===== src/rtl/multicycle_core_ctrl_pkg.sv =====
// Shared types and constants for the multi-cycle core sequencer:
// FSM state encoding, fault-cause codes, NOP and default reset PC.
package multicycle_core_ctrl_pkg;

  typedef enum logic [2:0] {
    S_IF_REQ = 3'd0,
    S_IF_RSP = 3'd1,
    S_EX     = 3'd2,
    S_LS_REQ = 3'd3,
    S_LS_RSP = 3'd4,
    S_WB     = 3'd5,
    S_HALT   = 3'd6
  } ctrl_state_t;

  localparam logic [1:0] FC_NONE   = 2'd0;
  localparam logic [1:0] FC_IF_ERR = 2'd1;
  localparam logic [1:0] FC_IF_TMO = 2'd2;
  localparam logic [1:0] FC_LS_TMO = 2'd3;

  localparam logic [31:0] NOP_INST     = 32'h0000_0013;
  localparam logic [31:0] DEF_RESET_PC = 32'h8000_0000;

endpackage


===== src/rtl/multicycle_core_ctrl_timeout.sv =====
// Response-wait counter shared by the fetch and LSU wait states.
// Ports: clk, rst_n, clr_i, en_i (count), expired_o (count == TIMEOUT).
module resp_timeout_cnt #(
  parameter int TIMEOUT = 255
) (
  input  logic clk,
  input  logic rst_n,
  input  logic clr_i,
  input  logic en_i,
  output logic expired_o
);

  localparam int W = (TIMEOUT < 1) ? 1 : $clog2(TIMEOUT + 1);

  logic [W-1:0] cnt_q;
  logic [W-1:0] cnt_d;

  assign expired_o = (cnt_q == W'(TIMEOUT));

  // Saturates at TIMEOUT so it never wraps back to a live count.
  always_comb begin
    cnt_d = cnt_q;
    if (clr_i) begin
      cnt_d = '0;
    end else if (en_i && !expired_o) begin
      cnt_d = cnt_q + W'(1);
    end
  end

  always_ff @(posedge clk or negedge rst_n) begin
    if (!rst_n) begin
      cnt_q <= '0;
    end else begin
      cnt_q <= cnt_d;
    end
  end

endmodule


===== src/rtl/multicycle_core_ctrl.sv =====
// Multi-cycle sequencer for the RV32 core: owns PC and IR, steps
// IF_REQ/IF_RSP/EX/LS_REQ/LS_RSP/WB over valid/ready memory handshakes.
// Ports: clk, rst (async, active-low); ifu_* fetch req/rsp; dec_* decoder
// hints; lsu_* data req/rsp; pc, inst; rf_we, csr_we, commit strobes;
// fault, fault_cause. MULTICYCLE_CORE_CTRL_PERF_EN adds perf_cycle and
// perf_instret (64-bit).
module multicycle_core_ctrl
  import multicycle_core_ctrl_pkg::*;
#(
  parameter int              XLEN     = 32,
  parameter logic [XLEN-1:0] RESET_PC = XLEN'(DEF_RESET_PC),
  parameter int              TIMEOUT  = 255
) (
  input  logic            clk,
  input  logic            rst,
  output logic            ifu_req_valid,
  input  logic            ifu_req_ready,
  output logic [XLEN-1:0] ifu_req_addr,
  input  logic            ifu_rsp_valid,
  input  logic [31:0]     ifu_rsp_inst,
  input  logic            ifu_rsp_err,
  input  logic            dec_mem_rd,
  input  logic            dec_mem_wr,
  input  logic            dec_jump,
  input  logic [XLEN-1:0] dec_jump_pc,
  output logic            lsu_req_valid,
  input  logic            lsu_req_ready,
  input  logic            lsu_rsp_valid,
  output logic [XLEN-1:0] pc,
  output logic [31:0]     inst,
  output logic            rf_we,
  output logic            csr_we,
  output logic            commit,
`ifdef MULTICYCLE_CORE_CTRL_PERF_EN
  output logic [63:0]     perf_cycle,
  output logic [63:0]     perf_instret,
`endif
  output logic            fault,
  output logic [1:0]      fault_cause
);

  ctrl_state_t     state_q, state_d;
  logic [XLEN-1:0] pc_q, pc_d;
  logic [31:0]     inst_q, inst_d;
  logic            fault_q, fault_d;
  logic [1:0]      cause_q, cause_d;

  logic tmo_clr;
  logic tmo_en;
  logic tmo_exp;

  resp_timeout_cnt #(
    .TIMEOUT (TIMEOUT)
  ) u_tmo (
    .clk       (clk),
    .rst_n     (rst),
    .clr_i     (tmo_clr),
    .en_i      (tmo_en),
    .expired_o (tmo_exp)
  );

  always_comb begin
    state_d       = state_q;
    pc_d          = pc_q;
    inst_d        = inst_q;
    fault_d       = fault_q;
    cause_d       = cause_q;
    ifu_req_valid = 1'b0;
    lsu_req_valid = 1'b0;
    rf_we         = 1'b0;
    csr_we        = 1'b0;
    commit        = 1'b0;
    tmo_clr       = 1'b0;
    tmo_en        = 1'b0;

    unique case (state_q)
      S_IF_REQ: begin
        ifu_req_valid = 1'b1;
        if (ifu_req_ready) begin
          state_d = S_IF_RSP;
          tmo_clr = 1'b1;
        end
      end

      // A response in the expiry cycle still wins.
      S_IF_RSP: begin
        if (ifu_rsp_valid) begin
          if (ifu_rsp_err) begin
            state_d = S_HALT;
            fault_d = 1'b1;
            cause_d = FC_IF_ERR;
          end else begin
            inst_d  = ifu_rsp_inst;
            state_d = S_EX;
          end
        end else if (tmo_exp) begin
          state_d = S_HALT;
          fault_d = 1'b1;
          cause_d = FC_IF_TMO;
        end else begin
          tmo_en = 1'b1;
        end
      end

      S_EX: begin
        if (dec_mem_rd || dec_mem_wr) begin
          state_d = S_LS_REQ;
        end else begin
          state_d = S_WB;
        end
      end

      S_LS_REQ: begin
        lsu_req_valid = 1'b1;
        if (lsu_req_ready) begin
          state_d = S_LS_RSP;
          tmo_clr = 1'b1;
        end
      end

      S_LS_RSP: begin
        if (lsu_rsp_valid) begin
          state_d = S_WB;
        end else if (tmo_exp) begin
          state_d = S_HALT;
          fault_d = 1'b1;
          cause_d = FC_LS_TMO;
        end else begin
          tmo_en = 1'b1;
        end
      end

      // Strobes are unconditional; decoder enables gate them outside.
      S_WB: begin
        rf_we   = 1'b1;
        csr_we  = 1'b1;
        commit  = 1'b1;
        pc_d    = dec_jump ? dec_jump_pc : pc_q + XLEN'(4);
        state_d = S_IF_REQ;
      end

      S_HALT: begin
        state_d = S_HALT;
      end

      default: begin
        state_d = S_IF_REQ;
      end
    endcase
  end

  always_ff @(posedge clk or negedge rst) begin
    if (!rst) begin
      state_q <= S_IF_REQ;
      pc_q    <= RESET_PC;
      inst_q  <= NOP_INST;
      fault_q <= 1'b0;
      cause_q <= FC_NONE;
    end else begin
      state_q <= state_d;
      pc_q    <= pc_d;
      inst_q  <= inst_d;
      fault_q <= fault_d;
      cause_q <= cause_d;
    end
  end

  assign ifu_req_addr = pc_q;
  assign pc           = pc_q;
  assign inst         = inst_q;
  assign fault        = fault_q;
  assign fault_cause  = cause_q;

`ifdef MULTICYCLE_CORE_CTRL_PERF_EN
  logic [63:0] pcyc_q;
  logic [63:0] pret_q;

  always_ff @(posedge clk or negedge rst) begin
    if (!rst) begin
      pcyc_q <= '0;
      pret_q <= '0;
    end else begin
      if (state_q != S_HALT) begin
        pcyc_q <= pcyc_q + 64'd1;
      end
      if (commit) begin
        pret_q <= pret_q + 64'd1;
      end
    end
  end

  assign perf_cycle   = pcyc_q;
  assign perf_instret = pret_q;
`endif

endmodule


===== config.mk =====
export PLATFORM = sky130hd
export DESIGN_NAME = multicycle_core_ctrl
export DESIGN_NICKNAME = d
export VERILOG_FILES = /design/src/rtl/multicycle_core_ctrl_pkg.sv /design/src/rtl/multicycle_core_ctrl_timeout.sv /design/src/rtl/multicycle_core_ctrl.sv
export SDC_FILE = /design/constraint.sdc
export NUM_CORES = 1
export LEC_CHECK = 0
export ABC_AREA = 1
export CORE_ASPECT_RATIO = 1.75
export CORE_MARGIN = 10
export CORE_UTILIZATION = 40
export CTS_BUF_LIST = sky130_fd_sc_hd__clkbuf_2 sky130_fd_sc_hd__clkbuf_4 sky130_fd_sc_hd__clkbuf_8
export DETAILED_ROUTE_END_ITERATION = 8
export PLACE_DENSITY = 0.74
export SYNTH_ARGS = -nofsm -noshare
export SYNTH_HDL_FRONTEND = slang
export SYNTH_HIERARCHICAL = 1
export SYNTH_SLANG_ARGS = --single-unit

===== constraint.sdc =====
create_clock -name clk -period 3.6 [get_ports clk]
set_input_delay 0.36 -clock clk [delete_from_list [all_inputs] [get_ports clk]]
set_output_delay 0.36 -clock clk [all_outputs]
set_load 0.02 [all_outputs]

After elaboration in Yosys (flattened, before gate mapping)
Index checks and enable logic that the tools add are counted.
Word-level totals
  input port bits: 74
  output and inout bits: 104
  register bits after elaboration: 78
  word-level logic and storage cells: 64
Operators by class
  add/sub/neg operators: 2
  reductions and logical operators: 10
  bitwise logic cells: 1
  muxes and demuxes: 32
  equality and inequality tests: 13
Operators with widths (number)
  $add 32x3->32 const B: 1
  $mux 32: 1
  $mux 3: 7
  $pmux 3 s6: 1
  $mux 8: 2
  $mux 1: 12
  $mux 2: 5
  $eq 3x3->1 const B: 3
  $add 8x1->8 const B: 1
  $eq 8x8->1 const B: 1
  $eq 3x2->1 const B: 2
  $ne 2x2->1 const B: 3
  $pmux 1 s2: 3
  $reduce_and 3->1: 2
  $reduce_and 5->1: 1
  $pmux 2 s2: 1
  $reduce_bool 2->1: 2
  $eq 3x1->1 const B: 1
  $logic_not 3->1: 1
  $ne 3x2->1 const B: 1
  $ne 3x3->1 const B: 1
  $ne 2x1->1 const B: 1
  $reduce_and 2->1: 1
  $logic_and 1x1->1: 1
  3 further kinds: 3

Longest topological paths before layout
  word-level depth: 7
  depth in mapped cells: 13
  gate-level depth less buffers: 13

Hierarchy
Netlist, hierarchy kept.
By module, submodules not included
  multicycle_core_ctrl: area an instance 4252.8 sq um, seq. area each 1756.7 sq um, cells each 605, times used 1
  resp_timeout_cnt: area an instance 508.0 sq um, seq. area each 200.2 sq um, cells each 70, times used 1

Worst setup path before layout
Ideal clock, no wire load.
  path kind: reg2reg
  start point: register u_tmo.cnt_q[0]
  end point: register u_tmo.cnt_q[0]
  clock period less this slack: 1.968 ns
  required time: 3.524 ns
  setup slack: 1.632 ns
  buffers on the path: 0
  stages on the path, launching flop included: 11
  setup time: 0.076 ns
  arrival: 1.891 ns
  cell sequence: dfrtp_1 ha_1 nand2_2 nor2_4 nand2_4 inv_1 o31ai_1 inv_1 a21oi_1 nand3_1 o21ai_1
On the way
  word-level cells in the longest chain between the ends: 6
  elaborated cells on any way between the ends: 11
  those cells by class: 1 x add/sub; 1 x eq/ne; 6 x mux; 3 x reduce/logical
Ends and longest elaborated chain
  start: declaration: RTL line multicycle_core_ctrl_timeout.sv:15  | logic [W-1:0] cnt_q;
  start signal: assignment: RTL line multicycle_core_ctrl_timeout.sv:34  | cnt_q <= cnt_d;
  $eq 8x8->1 *: RTL line multicycle_core_ctrl_timeout.sv:18  | assign expired_o = (cnt_q == W'(TIMEOUT));
  net tmo_exp: RTL line multicycle_core_ctrl.sv:50  | logic tmo_exp;
  $mux 1 *: RTL line multicycle_core_ctrl.sv:96, multicycle_core_ctrl.sv:124
  $mux 1, on equally long branches: RTL line multicycle_core_ctrl.sv:122, multicycle_core_ctrl.sv:87
  $pmux 1 s2 *: RTL line multicycle_core_ctrl.sv:76  | unique case (state_q)
  net tmo_en: RTL line multicycle_core_ctrl.sv:49  | logic tmo_en;
  $logic_and 1x1->1 *: RTL line multicycle_core_ctrl_timeout.sv:25  | end else if (en_i && !expired_o) begin
  $reduce_bool 2->1 (no source line) *
Mark *: on every way through the listed nets, which the timed path passes. The rest lies on a longest branch. The select of a mux whose other input is x is not followed.
A chain may end at the register's enable or synchronous reset.

Worst setup path after layout
  start point: register u_tmo.cnt_q[1]
  end point: register u_tmo.cnt_q[6]
The elaborated chain is that of the path after synthesis.

==> out/metrics.yaml <==
grt_overflow_total: 0
rr_startpoint: "u_tmo/cnt_q[1]"
critical_path.slowest_cell: "sky130_fd_sc_hd__o31ai_1"
cp_max_fo: 4
io_buffer_count: 177
share_of_cells_above_drive_strength_1: 0.08415
layout_cell_area_excl_fill_um2: 6541
first_global_vias: 4871
clock_tree.buffer_depth: 2
antenna_cells_inserted: 0
antenna_found_initial: 0
routedWlPerCell_um: 16.41
placedCellCount: 939
number_of_cells_on_the_worst_reg_to_reg_path: 10
layout.cells.most_common: "sky130_fd_sc_hd__nand2_1"
fp-row-count: 52
final-max-slew-violation-count: 0
grt_start_max_net_pins: 79
routed_wl_mm: 15.67
initialDrtViolationCount: 216
path_clk_slew_ns: 0.09
uppermost_layer_routed: "met4"
track_usage: 0.1819
routability_congestion_estimate_from_global_placement: 0.9800
peak_ir_drop_on_the_vdd_network_mv: 0.4369
cp_endpoint_kind: "flip-flop"
grt_setup_unrepaired: "no"
fin_cells: 955
fraction_of_registers_with_async_set_reset: 1.000
synth.lib_cells_used.distinct: 40
clock_tree_from_tritoncts: "done"
io_pins: 178
timing.hold.worst.class: "input pin to async pin"
finalSetupTns_ns: 0
syn-mean-instance-area_um2: 7.053
post-route-period-util: 0.6658
final_cell_mix: "273 x sky130_fd_sc_hd__nand2_1, 176 x sky130_fd_sc_hd__clkdlybuf4s50_1, 81 x sky130_fd_sc_hd__nor2_1"
grt_first_pass_wirelength_mm: 24.23
dr_vias_cell: 4.979
clockRootBuffer: "sky130_fd_sc_hd__clkbuf_8"
timing.critical_path.from_type: "flip-flop"
postCtsResizedCells: 0
finalClockSkew_ns: 0.01437
postSynthCellCount: 675
critPathRequiredTime_ns: 3.86
ys_seq_elements: 78
finish.net_count: 891
first_pass_iters: 4
detailroute.wirelength.met3_mm: 1.208
critPathKind: "flip-flop to flip-flop"
synth_top_flop_cell: "sky130_fd_sc_hd__dfrtp_1"
via_count: 4755
regToRegSetupSlack_ns: 1.20
placeableCoreArea_um2: 11650
finalSetupViolCount: 0
worst_ep_arrival_time_ns: 2.66
area.growth.synth_to_final_pct: 37.40
initial_core_util: 0.4088
power_density_nw_per_um2: 841.8
wl_met1_mm: 5.335
mappedNetlistNets: 751
yosys_warnings: 6
max-slew-margin-rel: 0.3341
worst_pin_slew_ns: 0.9988
finalHoldViolations: 0
placed_instance_area_um2: 6361
floorplan.die_area_um2: 16840
cts_buf_count: 9
reg2reg_to: "u_tmo/cnt_q[6]"
timing.critical_path.cells: "ha_1 > nand2_2 > nor2_4 > nand2_4 > inv_1 > o31ai_1 > inv_1 > a21oi_1 > nand3_1 > o21ai_1"
number_of_nets_with_antenna_violations_after_detailed_routing: 0
clk-insertion-delay-late_ns: 0.35
synthesis.area_um2: 4761
power.static_leakage_nw: 3.009
max_freq_mhz: 417.2
drcViolationCount: 0
critical_path_s_most_frequent_cell: "sky130_fd_sc_hd__inv_1"
detailedPlacementHpwl_mm: 12.35
synth_enable_flop_cells: 0
dr_wl_met2_mm: 8.558
worst_path_largest_cell_delay_ns: 0.62
maxCapViolations: 0
die_x_um: 102.5
period_minus_slack_ns: 2.397
ctsHoldBuffers: 0
postCtsSetupRepairBufs: 0
cts_sinks: 78
cts_htree_levels: 3
register_area_share_after_synthesis: 0.4110
outcome: "completed"
fp.dieH_um: 164.3
stage by stage:
step | hold WS, ns | total power, mW | utilization | setup WS, ns
2_1_floorplan | 0.06441 | 3.587 | - | 1.632
3_3_place_gp | 0.4531 | 4.857 | 0.5462 | 1.278
3_5_place_dp | 0.4587 | 4.930 | 0.5462 | 1.138
4_1_cts | 0.2007 | 5.569 | 0.5617 | 1.245
5_1_grt | 0.2289 | 5.866 | 0.5617 | 1.013
6_report | 0.1503 | 5.506 | 0.5617 | 1.203
worst max-delay path, delay by kind of cell (launching register included):
kind / cells / cell delay [ns]
buffers and inverters: 2 / 0.20
and+or+nand+nor: 4 / 0.41
DFF: 1 / 0.42
AOI/OAI and AO/OA: 3 / 1.07
adders and majority gates: 1 / 0.22
where the power goes:
group / internal, mW / leakage [nW] / switching, mW
clock: 0.259 / 0.0906 / 0.363
sequential: 1.27 / 0.952 / 0.476
combinational: 1.37 / 1.97 / 1.77
total: 2.90 / 3.01 / 2.61
how the worst max path moves through the flow:
stage / startpoint / end / slack, ns / depth (start not counted)
floorplan: u_tmo/cnt_q[0] / u_tmo/cnt_q[0] / 1.63 / 10
global placement: ifu_rsp_valid / inst[25] / 1.28 / 6
detailed placement: ifu_rsp_valid / inst[12] / 1.14 / 6
CTS: u_tmo/cnt_q[1] / u_tmo/cnt_q[6] / 1.24 / 10
global route: u_tmo/cnt_q[1] / u_tmo/cnt_q[6] / 1.01 / 10
finish: u_tmo/cnt_q[1] / u_tmo/cnt_q[6] / 1.20 / 10
cell usage after synthesis, drive strengths merged, types with 3 or more instances:
library cell  instances  area share
nand2               287        0.24
nor2                101        0.10
dfrtp                74        0.39
inv                  52       0.042
buf                  47       0.071
nand3                42       0.049
o21ai                20       0.021
a21oi                13       0.014
nand4                 6      0.0079
dfstp                 4       0.022
a22oi                 3      0.0047
nor3                  3      0.0032
registers in the layout (all words and copies together) (netlist names):
register      flops
ifu_req_addr     32
inst             32
u_tmo/cnt_q       8
state_q           3
fault_cause       2
fault             1
kinds of logic after synthesis:
| logic type | after synthesis | share of synthesized area |
|---|---|---|
| adder cells (fa/ha/maj) | 2 | 0.005255 |
| AND/OR/NAND/NOR | 440 | 0.3990 |
| XOR/XNOR | 3 | 0.005520 |
| buffers and inverters | 102 | 0.1159 |
| AO/OA/AOI/OAI | 50 | 0.06334 |
| flip-flops | 78 | 0.4110 |
layer usage:
metal	track usage	vias to the layer above
met5	0	-
met4	0.09601	0
met3	0.04922	31
met2	0.3391	190
met1	0.1732	2181
li1	-	2353
final cells by class:
type | count | area [um^2]
fill | 1097 | 5105
multi-input combinational | 495 | 2252
sequential | 78 | 1957
timing repair buffer | 178 | 1777
inverter | 53 | 206.4
tap | 135 | 168.9
clock buffer | 9 | 123.9
clock inverter | 7 | 56.30
Power figures use the tool's default switching activity.
